--- config.mk ---
export PLATFORM = sky130hd
export DESIGN_NAME = gpr_dbg_reader
export DESIGN_NICKNAME = d
export VERILOG_FILES = /design/src/rtl/gpr_dbg_reader_pkg.sv /design/src/rtl/gpr_dbg_reader.sv
export SDC_FILE = /design/constraint.sdc
export NUM_CORES = 1
export LEC_CHECK = 0
export ABC_AREA = 0
export BUFFER_PORTS_ARGS = -buffer_cell sky130_fd_sc_hd__buf_2
export CAP_MARGIN = 40
export CORE_ASPECT_RATIO = 1.4
export CORE_MARGIN = 4
export CORE_UTILIZATION = 39
export DETAILED_ROUTE_END_ITERATION = 16
export PLACE_DENSITY = 0.75
export REMOVE_ABC_BUFFERS = 1
export SYNTH_ARGS = -nofsm -noshare
export SYNTH_HDL_FRONTEND = slang
export SYNTH_SLANG_ARGS = --single-unit
--- constraint.sdc ---
create_clock -name clk -period 1.3 [get_ports clk]
set_input_delay 0 -clock clk [delete_from_list [all_inputs] [get_ports clk]]
set_output_delay 0 -clock clk [all_outputs]
set_load 0.02 [all_outputs]
--- src/rtl/gpr_dbg_reader_pkg.sv ---
// Shared types and constants for the debug-side GPR reader.
// RV32E_BASE_ISA selects the 16-entry register file; GPR_DBG_WRITE_EN enables op 10.
package gpr_dbg_reader_pkg;

`ifdef RV32E_BASE_ISA
  localparam int unsigned GprNumDefault = 16;
`else
  localparam int unsigned GprNumDefault = 32;
`endif

  typedef enum logic [1:0] {
    OpRead  = 2'b00,
    OpDump  = 2'b01,
    OpWrite = 2'b10,
    OpRsvd  = 2'b11
  } gdbg_op_e;

  typedef enum logic [1:0] {
    StIdle  = 2'b00,
    StRead  = 2'b01,
    StWrite = 2'b10,
    StRsp   = 2'b11
  } gdbg_state_e;

  function automatic logic op_supported(gdbg_op_e op);
    logic ok;
    unique case (op)
      OpRead, OpDump: ok = 1'b1;
`ifdef GPR_DBG_WRITE_EN
      OpWrite:        ok = 1'b1;
`else
      OpWrite:        ok = 1'b0;
`endif
      default:        ok = 1'b0;
    endcase
    return ok;
  endfunction

endpackage

--- src/rtl/gpr_dbg_reader.sv ---
// Debug initiator for the GPR bus read port: single reads, block dumps and optional writes.
// Define GPR_DBG_WRITE_EN to enable the write command and the dbg_* write port.
module gpr_dbg_reader
  import gpr_dbg_reader_pkg::*;
#(
  parameter int unsigned NUM_GPR = GprNumDefault,
  parameter int unsigned ADDR_W  = 5,
  parameter int unsigned DATA_W  = 32
) (
  input  logic              clk,
  input  logic              rst_n,
  input  logic              halt_i,
  input  logic              cmd_valid_i,
  output logic              cmd_ready_o,
  input  logic [1:0]        cmd_op_i,
  input  logic [ADDR_W-1:0] cmd_addr_i,
  input  logic [ADDR_W-1:0] cmd_cnt_i,
  input  logic [DATA_W-1:0] cmd_wdata_i,
  output logic [ADDR_W-1:0] bus_raddr_o,
  input  logic [DATA_W-1:0] bus_data_i,
  output logic              rsp_valid_o,
  input  logic              rsp_ready_i,
  output logic [ADDR_W-1:0] rsp_addr_o,
  output logic [DATA_W-1:0] rsp_data_o,
  output logic              rsp_last_o,
  output logic              busy_o,
  output logic              err_o,
  input  logic              err_clr_i,
  output logic              dbg_we_o,
  output logic [ADDR_W-1:0] dbg_waddr_o,
  output logic [DATA_W-1:0] dbg_wdata_o,
  input  logic              dbg_wgnt_i
);

  gdbg_state_e       state_q, state_d;
  logic [ADDR_W-1:0] cur_addr_q, cur_addr_d;
  logic [ADDR_W-1:0] remaining_q, remaining_d;
  logic              rsp_valid_q, rsp_valid_d;
  logic [ADDR_W-1:0] rsp_addr_q, rsp_addr_d;
  logic [DATA_W-1:0] rsp_data_q, rsp_data_d;
  logic              rsp_last_q, rsp_last_d;
  logic              err_q, err_d;

  gdbg_op_e          cmd_op;
  logic              cmd_fire;
  logic [ADDR_W-1:0] eff_cnt;
  logic [ADDR_W:0]   end_idx;
  logic              cmd_reject;

  assign cmd_op      = gdbg_op_e'(cmd_op_i);
  assign cmd_ready_o = (state_q == StIdle) && halt_i;
  assign cmd_fire    = cmd_valid_i && cmd_ready_o;

  // Range check in ADDR_W+1 bits so addr+cnt cannot wrap back into range.
  assign eff_cnt    = (cmd_op == OpDump) ? cmd_cnt_i : '0;
  assign end_idx    = {1'b0, cmd_addr_i} + {1'b0, eff_cnt};
  assign cmd_reject = !op_supported(cmd_op) || (32'(end_idx) >= NUM_GPR);

`ifdef GPR_DBG_WRITE_EN
  logic [DATA_W-1:0] wdata_q, wdata_d;
`else
  logic unused_write;
  assign unused_write = ^{dbg_wgnt_i, cmd_wdata_i};
`endif

  always_comb begin
    state_d     = state_q;
    cur_addr_d  = cur_addr_q;
    remaining_d = remaining_q;
    rsp_valid_d = rsp_valid_q;
    rsp_addr_d  = rsp_addr_q;
    rsp_data_d  = rsp_data_q;
    rsp_last_d  = rsp_last_q;
    err_d       = err_q;
`ifdef GPR_DBG_WRITE_EN
    wdata_d     = wdata_q;
`endif

    if (err_clr_i) begin
      err_d = 1'b0;
    end

    unique case (state_q)
      StIdle: begin
        if (cmd_fire) begin
          if (cmd_reject) begin
            err_d = 1'b1;
          end else begin
            cur_addr_d  = cmd_addr_i;
            remaining_d = eff_cnt;
            state_d     = StRead;
`ifdef GPR_DBG_WRITE_EN
            wdata_d = cmd_wdata_i;
            if (cmd_op == OpWrite) begin
              if (cmd_addr_i == '0) begin
                // x0 is hardwired: acknowledge without touching the write port.
                rsp_valid_d = 1'b1;
                rsp_addr_d  = '0;
                rsp_data_d  = '0;
                rsp_last_d  = 1'b1;
                state_d     = StRsp;
              end else begin
                state_d = StWrite;
              end
            end
`endif
          end
        end
      end

      StRead: begin
        rsp_valid_d = 1'b1;
        rsp_addr_d  = cur_addr_q;
        rsp_data_d  = bus_data_i;
        rsp_last_d  = (remaining_q == '0);
        state_d     = StRsp;
      end

      StWrite: begin
`ifdef GPR_DBG_WRITE_EN
        if (dbg_wgnt_i) begin
          rsp_valid_d = 1'b1;
          rsp_addr_d  = cur_addr_q;
          rsp_data_d  = wdata_q;
          rsp_last_d  = 1'b1;
          state_d     = StRsp;
        end
`else
        state_d = StIdle;
`endif
      end

      StRsp: begin
        if (rsp_ready_i) begin
          rsp_valid_d = 1'b0;
          if (rsp_last_q) begin
            state_d = StIdle;
          end else begin
            cur_addr_d  = cur_addr_q + 1'b1;
            remaining_d = remaining_q - 1'b1;
            state_d     = StRead;
          end
        end
      end

      default: state_d = StIdle;
    endcase

    // A coincident rejection must not be lost to a clear.
    if (state_q == StIdle && cmd_fire && cmd_reject) begin
      err_d = 1'b1;
    end
  end

  always_ff @(posedge clk or negedge rst_n) begin
    if (!rst_n) begin
      state_q     <= StIdle;
      cur_addr_q  <= '0;
      remaining_q <= '0;
      rsp_valid_q <= 1'b0;
      rsp_addr_q  <= '0;
      rsp_data_q  <= '0;
      rsp_last_q  <= 1'b0;
      err_q       <= 1'b0;
    end else begin
      state_q     <= state_d;
      cur_addr_q  <= cur_addr_d;
      remaining_q <= remaining_d;
      rsp_valid_q <= rsp_valid_d;
      rsp_addr_q  <= rsp_addr_d;
      rsp_data_q  <= rsp_data_d;
      rsp_last_q  <= rsp_last_d;
      err_q       <= err_d;
    end
  end

`ifdef GPR_DBG_WRITE_EN
  always_ff @(posedge clk or negedge rst_n) begin
    if (!rst_n) begin
      wdata_q <= '0;
    end else begin
      wdata_q <= wdata_d;
    end
  end

  assign dbg_we_o    = (state_q == StWrite);
  assign dbg_waddr_o = (state_q == StWrite) ? cur_addr_q : '0;
  assign dbg_wdata_o = (state_q == StWrite) ? wdata_q : '0;
`else
  assign dbg_we_o    = 1'b0;
  assign dbg_waddr_o = '0;
  assign dbg_wdata_o = '0;
`endif

  assign bus_raddr_o = (state_q == StRead) ? cur_addr_q : '0;
  assign rsp_valid_o = rsp_valid_q;
  assign rsp_addr_o  = rsp_addr_q;
  assign rsp_data_o  = rsp_data_q;
  assign rsp_last_o  = rsp_last_q;
  assign busy_o      = (state_q != StIdle);
  assign err_o       = err_q;

endmodule

==> impl_metrics.env <==
export IMPL_setup_violations=55
export IMPL_grt_max_degree=53
export IMPL_worst_slack_ns=-0.157
export IMPL_crit_family="flip-flops"
export IMPL_rrSetupSlack_ns=-0.16
export IMPL_drc=0
export IMPL_power_net_switching_uw=4270
export IMPL_worst_hold_slack_ns=0.0591
export IMPL_gp_routability_congestion=0.823
export IMPL_rsz0062_at_grt="yes"
export IMPL_clk_latency_ns=0.30
export IMPL_die_w_um=78.7
export IMPL_antenna_left=0
export IMPL_pre_cts_ws_ns=-0.556
export IMPL_vias=2323
export IMPL_worst_ep_arrival_time_ns=1.46
export IMPL_ys_seq_elements=52
export IMPL_status="finished with violations"
export IMPL_power_frac_comb=0.618
export IMPL_crit_top_cell="buf_6"
export IMPL_grt_pass1_vias=2471
export IMPL_path_clk_slew_ns=0.09
export IMPL_ys_types=38
export IMPL_fin_setup_tns_ns=-6.47
export IMPL_power_density_nw_per_um2=2500
export IMPL_design_area_um2=4380
export IMPL_violations="negative setup slack"
export IMPL_period_share=1.12
export IMPL_fp_row_count=35
export IMPL_n_antenna_cell=0
export IMPL_utilization=0.654
export IMPL_crit_buf_inv=3
export IMPL_crit_chain="buf_6 > nor2_4 > buf_12 > and2_4 > buf_6"
export IMPL_fin_crit_ns=1.46
export IMPL_cap_viol_max_count=0
export IMPL_io_buffers=96
export IMPL_numCtsBuffers=5
export IMPL_cts_root_buf="clkbuf_8"
export IMPL_slowest_stage="dfrtp_1"
export IMPL_synth_cells=236
export IMPL_critical_path_max_fanout=8
export IMPL_ys_warn_count=0
export IMPL_min_path_type="input port to register"
export IMPL_track_usage=0.177
export IMPL_htreeDepth=2
export IMPL_synth_edff_count=0
export IMPL_drt_total_wl_um=7650
export IMPL_seq_power_share=0.273
export IMPL_dp_hpwl_um=4830
export IMPL_netlist_area_um2=2730
export IMPL_grt_pass1_wl_um=11800
export IMPL_max_stage_delay_ns=0.42
export IMPL_p_int_uw=6710
export IMPL_fmax_mhz=686
export IMPL_dieArea_um2=8430
export IMPL_initial_core_util=0.408
export IMPL_leakage_uw=0.00214
export IMPL_synth_largest_area_cell="dfrtp_1"
export IMPL_synthArstFlopShare=1.00
export IMPL_die_height_um=107
export IMPL_dpl_instance_area_um2=3360
export IMPL_crit_path_start_kind="register"
export IMPL_ios=168
export IMPL_syn_area_per_cell_um2=11.6
export IMPL_cts_buffer_depth=2
export IMPL_ys_flop_type="dfrtp_1"
export IMPL_cts_tree="done"
export IMPL_maxSlewViolCount=0
export IMPL_swShare=0.389
export IMPL_routedWlPerCell_um=15.4
export IMPL_hold_violations=0
export IMPL_finClkSkew_ns=0.00492
export IMPL_drive_above_1_share=0.556
export IMPL_ir_drop_mv=1.40
export IMPL_viasPerCell=4.69
export IMPL_cts_sinks=52
export IMPL_crit_required_ns=1.30
export IMPL_overflow=0
export IMPL_cp_end_kind="primary output"
export IMPL_finalNetCount=493
export IMPL_dr_pass1_iters=4
export IMPL_antenna_found_initial=0
export IMPL_clkPwrFrac=0.110
export IMPL_synthTopCellsByArea="dfrtp_1 48%, mux2_2 16%, buf_4 11%"
export IMPL_worstSetupPathType="register to primary output"
export IMPL_seq_area_frac_synth=0.476
export IMPL_syn_to_final_growth_pct=60.4
export IMPL_drt_iter0_markers=147
export IMPL_core_area_um2=6700
export IMPL_synth_top_cell_area_share=0.476
## synthesized netlist by cell type, drive strengths merged, types with 5 or more instances
master and number:
nor2 5, ha 8, buf 47, o211ai 6
nor3 6, mux2 38, nand3 9, and2 11
nand2 7, dfrtp 52, inv 6, a21oi 13
## cell usage in the layout (no fill, tap or decap), types with 5 or more instances in the layout
master	instances
nand2_1	5
mux2_2	9
a21oi_1	9
ha_1	5
dfrtp_1	52
mux2_4	29
buf_6	18
buf_12	6
buf_2	89
nand3_1	5
conb_1	38
and2_4	10
clkbuf_8	7
dlygate4sd3_1	34
o211ai_1	5
buf_4	23
## metal layers
metal,vias up,global-route usage,share of wire
li1,1082,-,-
met2,91,0.341,0.56
met4,0,0.0663,0.021
met3,14,0.0345,0.063
met1,1136,0.184,0.36
met5,-,0,0
## cell type report
| type | count | area [um^2] |
|---|---|---|
| Tap cell | 92 | 115 |
| Fill cell | 514 | 2320 |
| Clock buffer | 7 | 96.3 |
| Inverter | 6 | 25.0 |
| Clock inverter | 1 | 30.0 |
| Sequential cell | 52 | 1300 |
| Multi-Input combinational cell | 166 | 1510 |
| Timing Repair Buffer | 171 | 1310 |
## worst paths after layout
kind,start,end,cells after the start
worst max-delay path,state_q[1],bus_raddr_o[2],5
max in group asynchronous,rst_n,rsp_data_o[7],3
worst max register to register,state_q[1],rsp_data_o[11],5
min in group asynchronous,rst_n,rsp_data_o[22],3
worst min register to register,rsp_valid_o,rsp_valid_o,1
worst min-delay path,rsp_ready_i,state_q[1],2
## cell families after synthesis
group	count (synthesis)	synth area share
AO/OA/AOI/OAI	35	0.0875
adder cells (fa/ha/maj)	8	0.0366
buffers and inverters	55	0.143
flip-flops	52	0.476
multiplexers	38	0.157
other	1	0.00137
AND/OR/NAND/NOR	47	0.0984
## stage by stage
stage	std cells	total power [uW]
after detailed placement	441	7880
after CTS	493	10400
after global routing	495	11600
final	495	11000
after global placement	441	7730
after floorplan	224	5980
## power groups by stage
stage	registers [uW]	logic, uW	clock network, uW
floorplan	3740	2240	0
global placement	2910	4820	0
detailed placement	2940	4940	0
CTS	2960	6170	1240
global route	3090	7190	1310
finish	2990	6780	1200
## sequential cells by signal (all words and copies together), names as in the netlist
name         flops
state_q          2
rsp_data_o      32
rsp_last_o       1
remaining_q      5
rsp_valid_o      1
rsp_addr_o       5
err_o            1
cur_addr_q       5
## timing repair
action                                 in CTS  in global routing
pin swaps                                   8                 19
setup endpoints to repair                  56                 56
endpoints found under the hold margin      85                  0
setup buffers                               9                  4
cloned                                      1                  1
gates resized for setup                    56                 50
hold buffers                               34                  0
Power figures use the tool's default switching activity.
